File: src/rtl/alu_seq_pkg.sv
// Shared types for the sequential ALU: opcodes, FSM states and status flags.
package alu_seq_pkg;

    localparam int unsigned OP_W = 3;

    typedef enum logic [OP_W-1:0] {
        OP_ADD = 3'b000,
        OP_SUB = 3'b001,
        OP_AND = 3'b010,
        OP_OR  = 3'b011,
        OP_XOR = 3'b100,
        OP_SHL = 3'b101,
        OP_SHR = 3'b110,
        OP_MUL = 3'b111
    } alu_op_e;

    typedef enum logic {
        IDLE = 1'b0,
        MUL  = 1'b1
    } alu_state_e;

    typedef struct packed {
        logic n;
        logic z;
        logic c;
        logic v;
    } alu_flags_t;

endpackage

File: src/rtl/alu_seq_mul.sv
// Iterative shift-add unsigned multiplier: one partial-product step per i_step cycle.
// The multiplier occupies the low half of the product register and is consumed
// from the LSB while the accumulator grows in the high half.
module alu_seq_mul #(
    parameter int unsigned W = 8
) (
    input  logic           clk,
    input  logic           rst,
    input  logic           i_load,
    input  logic           i_step,
    input  logic [W-1:0]   i_a,
    input  logic [W-1:0]   i_b,
    output logic [2*W-1:0] o_product_c
);

    logic [W-1:0]   r_mcand;
    logic [2*W-1:0] r_prod;
    logic [W:0]     w_sum;
    logic [2*W-1:0] w_prod_step;

    // Add the multiplicand into the high half when the current multiplier bit is set, then shift right.
    always_comb begin
        w_sum       = {1'b0, r_prod[2*W-1:W]} + (r_prod[0] ? {1'b0, r_mcand} : (W+1)'(0));
        w_prod_step = {w_sum, r_prod[W-1:1]};
    end

    // Product value after this cycle's step, so the final product is usable on the last step edge.
    assign o_product_c = i_step ? w_prod_step : r_prod;

    // Operand capture on load, one iteration per step.
    always_ff @(posedge clk) begin
        if (rst) begin
            r_mcand <= '0;
            r_prod  <= '0;
        end else if (i_load) begin
            r_mcand <= i_a;
            r_prod  <= {W'(0), i_b};
        end else if (i_step) begin
            r_prod  <= w_prod_step;
        end
    end

endmodule

File: src/rtl/alu_seq.sv
// Registered multi-cycle ALU: single-cycle logic/arith/shift ops and a W-cycle multiply
// behind a start/busy/done handshake; result and flags hold until the next completion.
module alu_seq
    import alu_seq_pkg::*;
#(
    parameter int unsigned W = 8
) (
    input  logic            clk,
    input  logic            rst,
    input  logic            start,
    input  logic [W-1:0]    a,
    input  logic [W-1:0]    b,
    input  logic [OP_W-1:0] op,
    output logic [W-1:0]    result,
    output logic            n_flag,
    output logic            z_flag,
    output logic            c_flag,
    output logic            v_flag,
    output logic            busy,
    output logic            done
);

    localparam int unsigned CW = $clog2(W) + 1;

    alu_state_e     r_state, w_state_nxt;
    logic [CW-1:0]  r_cnt, w_cnt_nxt;
    logic [W-1:0]   r_result, w_result_nxt;
    alu_flags_t     r_flags, w_flags_nxt;
    logic           r_busy, w_busy_nxt;
    logic           r_done, w_done_nxt;

    alu_op_e        w_op;
    logic [W:0]     w_add;
    logic [W:0]     w_sub;
    logic [W:0]     w_shl;
    logic [W:0]     w_shr;
    logic           w_shamt_ok;
    logic [W-1:0]   w_alu_res;
    logic           w_alu_c;
    logic           w_alu_v;
    alu_flags_t     w_alu_flags;

    logic           w_mul_load;
    logic           w_mul_step;
    logic [2*W-1:0] w_product;
    logic           w_mul_hi_nz;

    assign w_op = alu_op_e'(op);

    // Extended-width arithmetic: the extra MSB carries the carry/borrow and the last bit shifted out.
    assign w_add      = {1'b0, a} + {1'b0, b};
    assign w_sub      = {1'b0, a} - {1'b0, b};
    assign w_shl      = {1'b0, a} << b;
    assign w_shr      = {a, 1'b0} >> b;
    assign w_shamt_ok = (b != '0) && (b < W'(W));

    // Single-cycle datapath: result plus carry/overflow for every non-multiply opcode.
    always_comb begin
        w_alu_res = '0;
        w_alu_c   = 1'b0;
        w_alu_v   = 1'b0;
        case (w_op)
            OP_ADD: begin
                w_alu_res = w_add[W-1:0];
                w_alu_c   = w_add[W];
                w_alu_v   = (a[W-1] == b[W-1]) && (w_add[W-1] != a[W-1]);
            end
            OP_SUB: begin
                w_alu_res = w_sub[W-1:0];
                w_alu_c   = ~w_sub[W];
                w_alu_v   = (a[W-1] ^ b[W-1]) & (a[W-1] ^ w_sub[W-1]);
            end
            OP_AND: w_alu_res = a & b;
            OP_OR:  w_alu_res = a | b;
            OP_XOR: w_alu_res = a ^ b;
            OP_SHL: begin
                if (b == '0) begin
                    w_alu_res = a;
                end else if (w_shamt_ok) begin
                    w_alu_res = w_shl[W-1:0];
                    w_alu_c   = w_shl[W];
                end
            end
            OP_SHR: begin
                if (b == '0) begin
                    w_alu_res = a;
                end else if (w_shamt_ok) begin
                    w_alu_res = w_shr[W:1];
                    w_alu_c   = w_shr[0];
                end
            end
            default: begin
                w_alu_res = '0;
            end
        endcase
    end

    assign w_alu_flags = '{n: w_alu_res[W-1], z: (w_alu_res == '0), c: w_alu_c, v: w_alu_v};
    assign w_mul_hi_nz = |w_product[2*W-1:W];

    alu_seq_mul #(
        .W (W)
    ) u_mul (
        .clk         (clk),
        .rst         (rst),
        .i_load      (w_mul_load),
        .i_step      (w_mul_step),
        .i_a         (a),
        .i_b         (b),
        .o_product_c (w_product)
    );

    // Next-state and output decode: accept starts in IDLE, run W multiply iterations in MUL.
    always_comb begin
        w_state_nxt  = r_state;
        w_cnt_nxt    = r_cnt;
        w_result_nxt = r_result;
        w_flags_nxt  = r_flags;
        w_busy_nxt   = 1'b0;
        w_done_nxt   = 1'b0;
        w_mul_load   = 1'b0;
        w_mul_step   = 1'b0;
        case (r_state)
            IDLE: begin
                if (start) begin
                    if (w_op == OP_MUL) begin
                        w_mul_load  = 1'b1;
                        w_cnt_nxt   = '0;
                        w_state_nxt = MUL;
                        w_busy_nxt  = 1'b1;
                    end else begin
                        w_result_nxt = w_alu_res;
                        w_flags_nxt  = w_alu_flags;
                        w_done_nxt   = 1'b1;
                    end
                end
            end
            MUL: begin
                w_mul_step = 1'b1;
                w_cnt_nxt  = r_cnt + CW'(1);
                if (r_cnt == CW'(W - 1)) begin
                    w_state_nxt  = IDLE;
                    w_result_nxt = w_product[W-1:0];
                    w_flags_nxt  = '{n: w_product[W-1], z: (w_product[W-1:0] == '0),
                                     c: w_mul_hi_nz, v: w_mul_hi_nz};
                    w_done_nxt   = 1'b1;
                end else begin
                    w_busy_nxt = 1'b1;
                end
            end
            default: begin
                w_state_nxt = IDLE;
            end
        endcase
    end

    // State, counter and output registers.
    always_ff @(posedge clk) begin
        if (rst) begin
            r_state  <= IDLE;
            r_cnt    <= '0;
            r_result <= '0;
            r_flags  <= '0;
            r_busy   <= 1'b0;
            r_done   <= 1'b0;
        end else begin
            r_state  <= w_state_nxt;
            r_cnt    <= w_cnt_nxt;
            r_result <= w_result_nxt;
            r_flags  <= w_flags_nxt;
            r_busy   <= w_busy_nxt;
            r_done   <= w_done_nxt;
        end
    end

    assign result = r_result;
    assign n_flag = r_flags.n;
    assign z_flag = r_flags.z;
    assign c_flag = r_flags.c;
    assign v_flag = r_flags.v;
    assign busy   = r_busy;
    assign done   = r_done;

endmodule

File: config.mk
export PLATFORM = sky130hd
export DESIGN_NAME = alu_seq
export DESIGN_NICKNAME = d
export VERILOG_FILES = /design/src/rtl/alu_seq_pkg.sv /design/src/rtl/alu_seq_mul.sv /design/src/rtl/alu_seq.sv
export SDC_FILE = /design/constraint.sdc
export NUM_CORES = 1
export LEC_CHECK = 0
export BUFFER_PORTS_ARGS = -buffer_cell sky130_fd_sc_hd__buf_4
export CAP_MARGIN = 20
export CORE_AREA = 8 8 118 120
export DETAILED_ROUTE_END_ITERATION = 6
export DIE_AREA = 0 0 126 128
export PLACE_DENSITY = 0.63
export SLEW_MARGIN = 10
export SYNTH_ARGS = -nofsm -noshare
export SYNTH_HDL_FRONTEND = slang
export SYNTH_SLANG_ARGS = --single-unit
File: constraint.sdc
create_clock -name clk -period 5.8 [get_ports clk]
set_clock_uncertainty 0.05 [all_clocks]
set_input_delay 0.29 -clock clk [delete_from_list [all_inputs] [get_ports clk]]
set_output_delay 0.29 -clock clk [all_outputs]
set_load 0.03 [all_outputs]
==> impl_metrics.py, run 1 <==
metrics = {
    "synth": {
        "yosys_warnings": 0,
        "synth-edff-count": 0,
        "synth_nets": 596,
        "async_reset_ff_share_pct": 0,
        "synth-seq-cells": 41,
        "synth_top_flop_cell": "dfxtp_1",
        "synthCells": 538,
        "synth_most_common_cell": "nor2_1",
        "seq_area_frac_synth_pct": 19.9,
        "synth_cell_types": 73,
        "synth_top_area_share_pct": 19.9,
        "synthTopCellsByArea": "dfxtp_1 (20%), ha_1 (10%), nor2_1 (5.2%)",
        "synth_common_cells": "nor2_1 (57), nand2_1 (48), dfxtp_1 (41)",
        "syn_area_um2": 4120,
        "yosys.area.top_type": "dfxtp_1",
        "postSynthAreaPerCell_um2": 7.66,
    },
    "run": {
        "drv_cap": 0,
    },
    "clock_tree": {
        "clockBufferDepth": 2,
        "cts_buffers": 5,
        "cts_setup_buffers": 0,
        "insertion_delay_ns": 0.28,
        "cts_hold_buf": 0,
        "cts.sinks": 41,
        "cts_root_buffer": "clkbuf_16",
        "cts_tree": "built",
        "postCtsResizedCells": 0,
        "path_clk_slew_ns": 0.06,
        "htreeDepth": 2,
    },
    "setup_path": {
        "critPathKind": "register to register",
        "worstReg2RegStart": "u_mul.r_prod[0]",
        "path_max_fanout": 9,
        "critical_path_required_ns": 5.90,
        "endpoint_kind": "register",
        "crit_path_start_kind": "register",
        "startpoint": "u_mul.r_prod[0]",
        "arrival_ns": 3.20,
    },
    "finish": {
        "drive_above_1_share_pct": 13.1,
        "fin_nets": 600,
        "syn_to_final_growth_pct": 9.96,
        "antennaDiodeCount": 0,
    },
    "placement": {
        "gp_congestion": 0.952,
        "port_buffers": 35,
        "hpwl_um": 9410,
    },
    "detailed_routing": {
        "drtIter0Drc": 416,
        "viasPerCell": 5.96,
        "drt_wl_total_um": 12700,
        "vias": 4127,
        "drtPass1Iterations": 5,
        "ant_nets": 0,
        "wire_per_inst_um": 18.3,
        "drc": 0,
    },
    "sta": {
        "max_freq_mhz": 323,
        "layout_worst_path_cycle_share_pct": 53.4,
        "rsz0062_at_grt": "false",
        "max_slew_margin_pct": 35.8,
        "hold_viol": 0,
        "tns_ns": 0,
        "worst_pin_slew_ns": 0.961,
        "drv_slew": 0,
        "min_period_ns": 3.10,
        "setup_viol": 0,
    },
    "floorplanning": {
        "fp.dieW_um": 126,
        "ios": 36,
        "start_util_pct": 33.7,
        "die_area_um2": 16100,
        "num_rows": 41,
        "core_um2": 12200,
        "die_y_um": 128,
    },
    "global_route": {
        "gr-usage-all-layers_pct": 15.6,
        "antenna_found_initial": 0,
        "grt_pass1_vias": 3868,
        "grt_max_degree": 39,
        "overflow": 0,
        "grt_pass1_wl_um": 20900,
    },
    "power": {
        "ir_worst_vdd_mv": 0.0928,
        "power.total_uw": 818,
        "power.density_nw_per_um2": 181,
        "p_leak_uw": 0.00181,
    },
    "outcome": {
        "status": "finished, final reports clean",
    },
    "worst_hold_path": {
        "hold_start": "a[0]",
        "min_path_type": "input pin to register",
    },
}
-- metrics by stage --
step / utilization [%] / area (µm²) / hold WS (ns) / instances / setup slack (ns)
2_1_floorplan: - / 4120 / 0.376 / 538 / 3.22
3_3_place_gp: 36.0 / 4390 / 0.392 / 685 / 2.71
3_5_place_dp: 36.0 / 4390 / 0.399 / 685 / 2.69
4_1_cts: 37.1 / 4530 / 0.274 / 693 / 2.67
5_1_grt: 37.1 / 4530 / 0.282 / 693 / 2.48
6_report: 37.1 / 4530 / 0.278 / 693 / 2.70
-- cell families after synthesis --
family / after synthesis / share of synthesized area [%]
XOR/XNOR: 7 / 1.49
multiplexers: 27 / 7.29
AND/OR/NAND/NOR: 207 / 26.1
adder cells (fa/ha/maj): 36 / 11.5
buffers and inverters: 68 / 7.17
flip-flops: 41 / 19.9
AO/OA/AOI/OAI: 152 / 26.5
-- sequential cells by signal, summed over array words and instances, names as in the netlist --
| name | count |
|---|---|
| u_mul.r_prod | 16 |
| result | 8 |
| u_mul.r_mcand | 8 |
| r_cnt | 4 |
| busy | 1 |
| c_flag | 1 |
| done | 1 |
| v_flag | 1 |
| z_flag | 1 |
-- layout make-up --
| class | instances | area, µm² |
|---|---|---|
| well taps | 150 | 188 |
| clock inverters | 2 | 10.0 |
| repair buffers | 36 | 270 |
| flip-flops and latches | 41 | 821 |
| clock buffers | 6 | 129 |
| fillers | 1267 | 7680 |
| inverters | 29 | 109 |
| multi-input cells | 429 | 3000 |
-- critical path, cell delays in order (launching register included) --
cell,delay (ns)
dfxtp_1,0.42
and2_1,0.17
ha_1,0.20
inv_1,0.07
fa_1,0.42
nor2b_1,0.12
o21ai_0,0.11
a21boi_0,0.41
o31a_1,0.23
nand4b_1,0.13
o41ai_1,0.48
a211oi_1,0.15
-- metal layers --
metal / GRT usage (%) / wire length (µm)
met5: 0 / 0
met3: 3.16 / 1050
met1: 22.4 / 6040
met4: 3.47 / 198
met2: 23.3 / 5420
-- power breakdown --
group	leakage [µW]	internal [µW]	switching, µW	total (µW)
logic	0.00140	93.0	162	254
clock network	0.0000706	158	106	264
registers	0.000334	293	7.40	300
total	0.00181	543	275	818
-- final timing paths --
path / end / slack, ns / cells after the start
worst max-delay path: c_flag / 2.70 / 11
worst min-delay path: u_mul.r_mcand[0] / 0.28 / 3
worst max register to register: c_flag / 2.70 / 11
worst min register to register: u_mul.r_mcand[3] / 0.41 / 2
-- layout by cell type (no fill, tap or decap), types with 6 or more instances in the layout --
master     n
nor2_1    57
nand2_1   48
dfxtp_1   41
buf_4     36
ha_1      33
a21oi_1   32
inv_1     28
nor3_1    22
o21ai_0   21
mux2i_1   21
a211oi_1  17
nand3_1    9
a221oi_1   9
and2_1     8
a22oi_1    8
nor4_1     8
nor3b_1    7
nand3b_1   6
nand2b_1   6
nor2b_1    6
or2_2      6
No activity file was read; power rests on OpenSTA's default activity.
==> run 2, diff against run 1 <==
--- a/config.mk
+++ b/config.mk
@@ -5,12 +5,13 @@
 export SDC_FILE = /design/constraint.sdc
 export NUM_CORES = 1
 export LEC_CHECK = 0
+export ABC_AREA = 1
 export BUFFER_PORTS_ARGS = -buffer_cell sky130_fd_sc_hd__buf_4
 export CAP_MARGIN = 20
-export CORE_AREA = 8 8 118 120
+export CORE_AREA = 8 8 117 119
 export DETAILED_ROUTE_END_ITERATION = 6
-export DIE_AREA = 0 0 126 128
-export PLACE_DENSITY = 0.63
+export DIE_AREA = 0 0 125 127
+export PLACE_DENSITY = 0.65
 export SLEW_MARGIN = 10
 export SYNTH_ARGS = -nofsm -noshare
 export SYNTH_HDL_FRONTEND = slang
==> constraint.sdc (replaced) <==
create_clock -name clk -period 2.7 [get_ports clk]
set_clock_uncertainty 0.05 [all_clocks]
set_input_delay 0.135 -clock clk [delete_from_list [all_inputs] [get_ports clk]]
set_output_delay 0.135 -clock clk [all_outputs]
set_load 0.03 [all_outputs]
==> run 2 against run 1 <==
  * Cell area up 1.3%
  * Highest routed layer unchanged
  * Critical endpoint is now v_flag
  * Largest power group unchanged
  * Sequential power up 120%
  * Die area down 1.6%
  * Critical path type unchanged
==> impl_metrics.py, run 2 <==
metrics = {
    "floorplanning": {
        "core_um2": 11800,
        "num_rows": 40,
        "die_y_um": 127,
        "ios": 36,
        "fp.dieW_um": 125,
        "die_area_um2": 15900,
        "start_util_pct": 34.4,
    },
    "sta": {
        "drv_slew": 0,
        "layout_worst_path_cycle_share_pct": 92.0,
        "fin_ws_ns": 0.216,
        "min_period_ns": 2.48,
        "worst_pin_slew_ns": 0.696,
        "setup_viol": 0,
        "max_freq_mhz": 403,
        "max_slew_margin_pct": 53.6,
        "tns_ns": 0,
        "hold_viol": 0,
        "rsz0062_at_grt": "false",
    },
    "power": {
        "power.total_uw": 1770,
        "p_leak_uw": 0.00236,
        "power.density_nw_per_um2": 385,
        "ir_worst_vdd_mv": 0.239,
    },
    "clock_tree": {
        "path_clk_slew_ns": 0.06,
        "cts_buffers": 5,
        "insertion_delay_ns": 0.28,
        "cts.sinks": 41,
        "clockBufferDepth": 2,
        "cts_setup_buffers": 0,
        "cts_hold_buf": 0,
        "cts_root_buffer": "clkbuf_16",
        "postCtsResizedCells": 0,
        "cts_tree": "built",
        "htreeDepth": 2,
    },
    "synth": {
        "async_reset_ff_share_pct": 0,
        "seq_area_frac_synth_pct": 20.2,
        "syn_area_um2": 4060,
        "yosys.area.top_type": "dfxtp_1",
        "synth_top_flop_cell": "dfxtp_1",
        "synth-seq-cells": 41,
        "synth_common_cells": "nand2_1 (171), inv_1 (76), nand3_1 (62)",
        "synthCells": 653,
        "synthTopCellsByArea": "dfxtp_1 (20%), nand2_1 (16%), ha_1 (10%)",
        "synth_most_common_cell": "nand2_1",
        "postSynthAreaPerCell_um2": 6.22,
        "synth-edff-count": 0,
        "synth_cell_types": 44,
        "synth_top_area_share_pct": 20.2,
        "synth_nets": 711,
        "yosys_warnings": 0,
    },
    "finish": {
        "final_common_cell": "nand2_1",
        "mostFrequentLayoutCells": "nand2_1 (171), inv_1 (76), nand3_1 (62)",
        "antennaDiodeCount": 0,
        "fin_cells": 826,
        "nFillCells": 1264,
        "fin_nets": 736,
        "drive_above_1_share_pct": 12.1,
        "utilization_pct": 38.9,
        "largest_register": "u_mul.r_prod",
        "syn_to_final_growth_pct": 13.0,
        "largest_reg_flops": 16,
    },
    "detailed_routing": {
        "drtIter0Drc": 364,
        "drtPass1Iterations": 5,
        "drt_wl_total_um": 12400,
        "viasPerCell": 5.27,
        "vias": 4353,
        "ant_nets": 0,
        "wire_per_inst_um": 15.1,
        "drc": 0,
    },
    "setup_path": {
        "crit_path_start_kind": "register",
        "arrival_ns": 2.61,
        "critPathKind": "register to register",
        "endpoint_kind": "register",
        "critical_path_required_ns": 2.83,
        "path_max_fanout": 2,
        "rr_worst_depth": 19,
    },
    "placement": {
        "gp_congestion": 0.929,
        "hpwl_um": 9800,
        "pre_cts_slack_ns": 0.241,
        "port_buffers": 35,
        "place_inst": 818,
    },
    "outcome": {
        "status": "finished, final reports clean",
    },
    "global_route": {
        "gr-usage-all-layers_pct": 15.7,
        "grt_pass1_vias": 4113,
        "grt_max_degree": 33,
        "antenna_found_initial": 0,
        "overflow": 0,
        "grt_pass1_wl_um": 20500,
    },
    "worst_hold_path": {
        "hold_depth": 2,
        "min_path_type": "input pin to register",
    },
    "run": {
        "drv_cap": 0,
    },
}
==> run 2: changes by cell type after synthesis, moves of 10 or more <==
cell and delta:
nand2_1 +123, nand3_1 +53, inv_1 +48, o21ai_0 +22
mux2i_1 -21, nand4_1 +19, a21oi_1 +18, a211oi_1 -16
nor3_1 -15, clkbuf_1 -10
==> run 2: metal layers <==
metal,global-route usage (%),up-vias,wire (µm)
li1,-,2225,-
met1,20.7,1952,5870
met2,25.1,153,5590
met3,2.54,23,704
met4,6.45,0,284
met5,0,-,0
==> run 2: worst paths after layout <==
| path | from | to | slack, ns |
|---|---|---|---|
| worst max-delay path | u_mul.r_mcand[0] | v_flag | 0.22 |
| worst min-delay path | rst | z_flag | 0.02 |
| worst max register to register | u_mul.r_mcand[0] | v_flag | 0.22 |
| worst min register to register | r_cnt[3] | r_cnt[3] | 0.42 |
==> run 2: layout make-up <==
type / count / area [µm²] / share of cell area (%)
well taps: 147 / 184 / 4.01
repair buffers: 45 / 338 / 7.36
flip-flops and latches: 41 / 821 / 17.9
clock inverters: 2 / 13.8 / 0.300
clock buffers: 6 / 139 / 3.03
multi-input cells: 508 / 2800 / 61.1
inverters: 77 / 292 / 6.35
==> run 2: worst max-delay path, stage by stage (launching register included) <==
cell and delay (ns):
dfxtp_1 0.35, nand2_1 0.05, inv_1 0.05, ha_1 0.17, inv_1 0.06, fa_1 0.42
nand3b_1 0.20, nand2_1 0.11, nand2_1 0.08, nand2_1 0.06, a21oi_1 0.06, xor2_1 0.14
nand2_1 0.08, nand2_1 0.05, nor2_1 0.08, nand3_1 0.09, nand2_1 0.09, nand3_1 0.07
nand2_1 0.07, inv_1 0.03
==> run 2: stage by stage <==
stage	cell area [µm²]	hold WS, ns
after floorplan	4060	0.147
after global placement	4440	0.313
after detailed placement	4440	0.320
after CTS	4590	0.0211
after global routing	4590	0.0220
final	4590	0.0230
==> run 2: power breakdown <==
| group | internal (µW) | leakage (µW) | total [µW] | switching, µW |
|---|---|---|---|---|
| clock | 368 | 0.0000768 | 610 | 242 |
| combinational | 169 | 0.00194 | 512 | 343 |
| sequential | 632 | 0.000334 | 646 | 14.3 |
==> run 2: cells by family after synthesis <==
logic type | after synthesis | synth area share [%]
and+or+nand+nor | 341 | 39.0
AOI/OAI and AO/OA | 123 | 16.7
buffers and inverters | 104 | 10.8
DFF | 41 | 20.2
adders and majority gates | 36 | 11.6
xor gates and xnor gates | 8 | 1.73
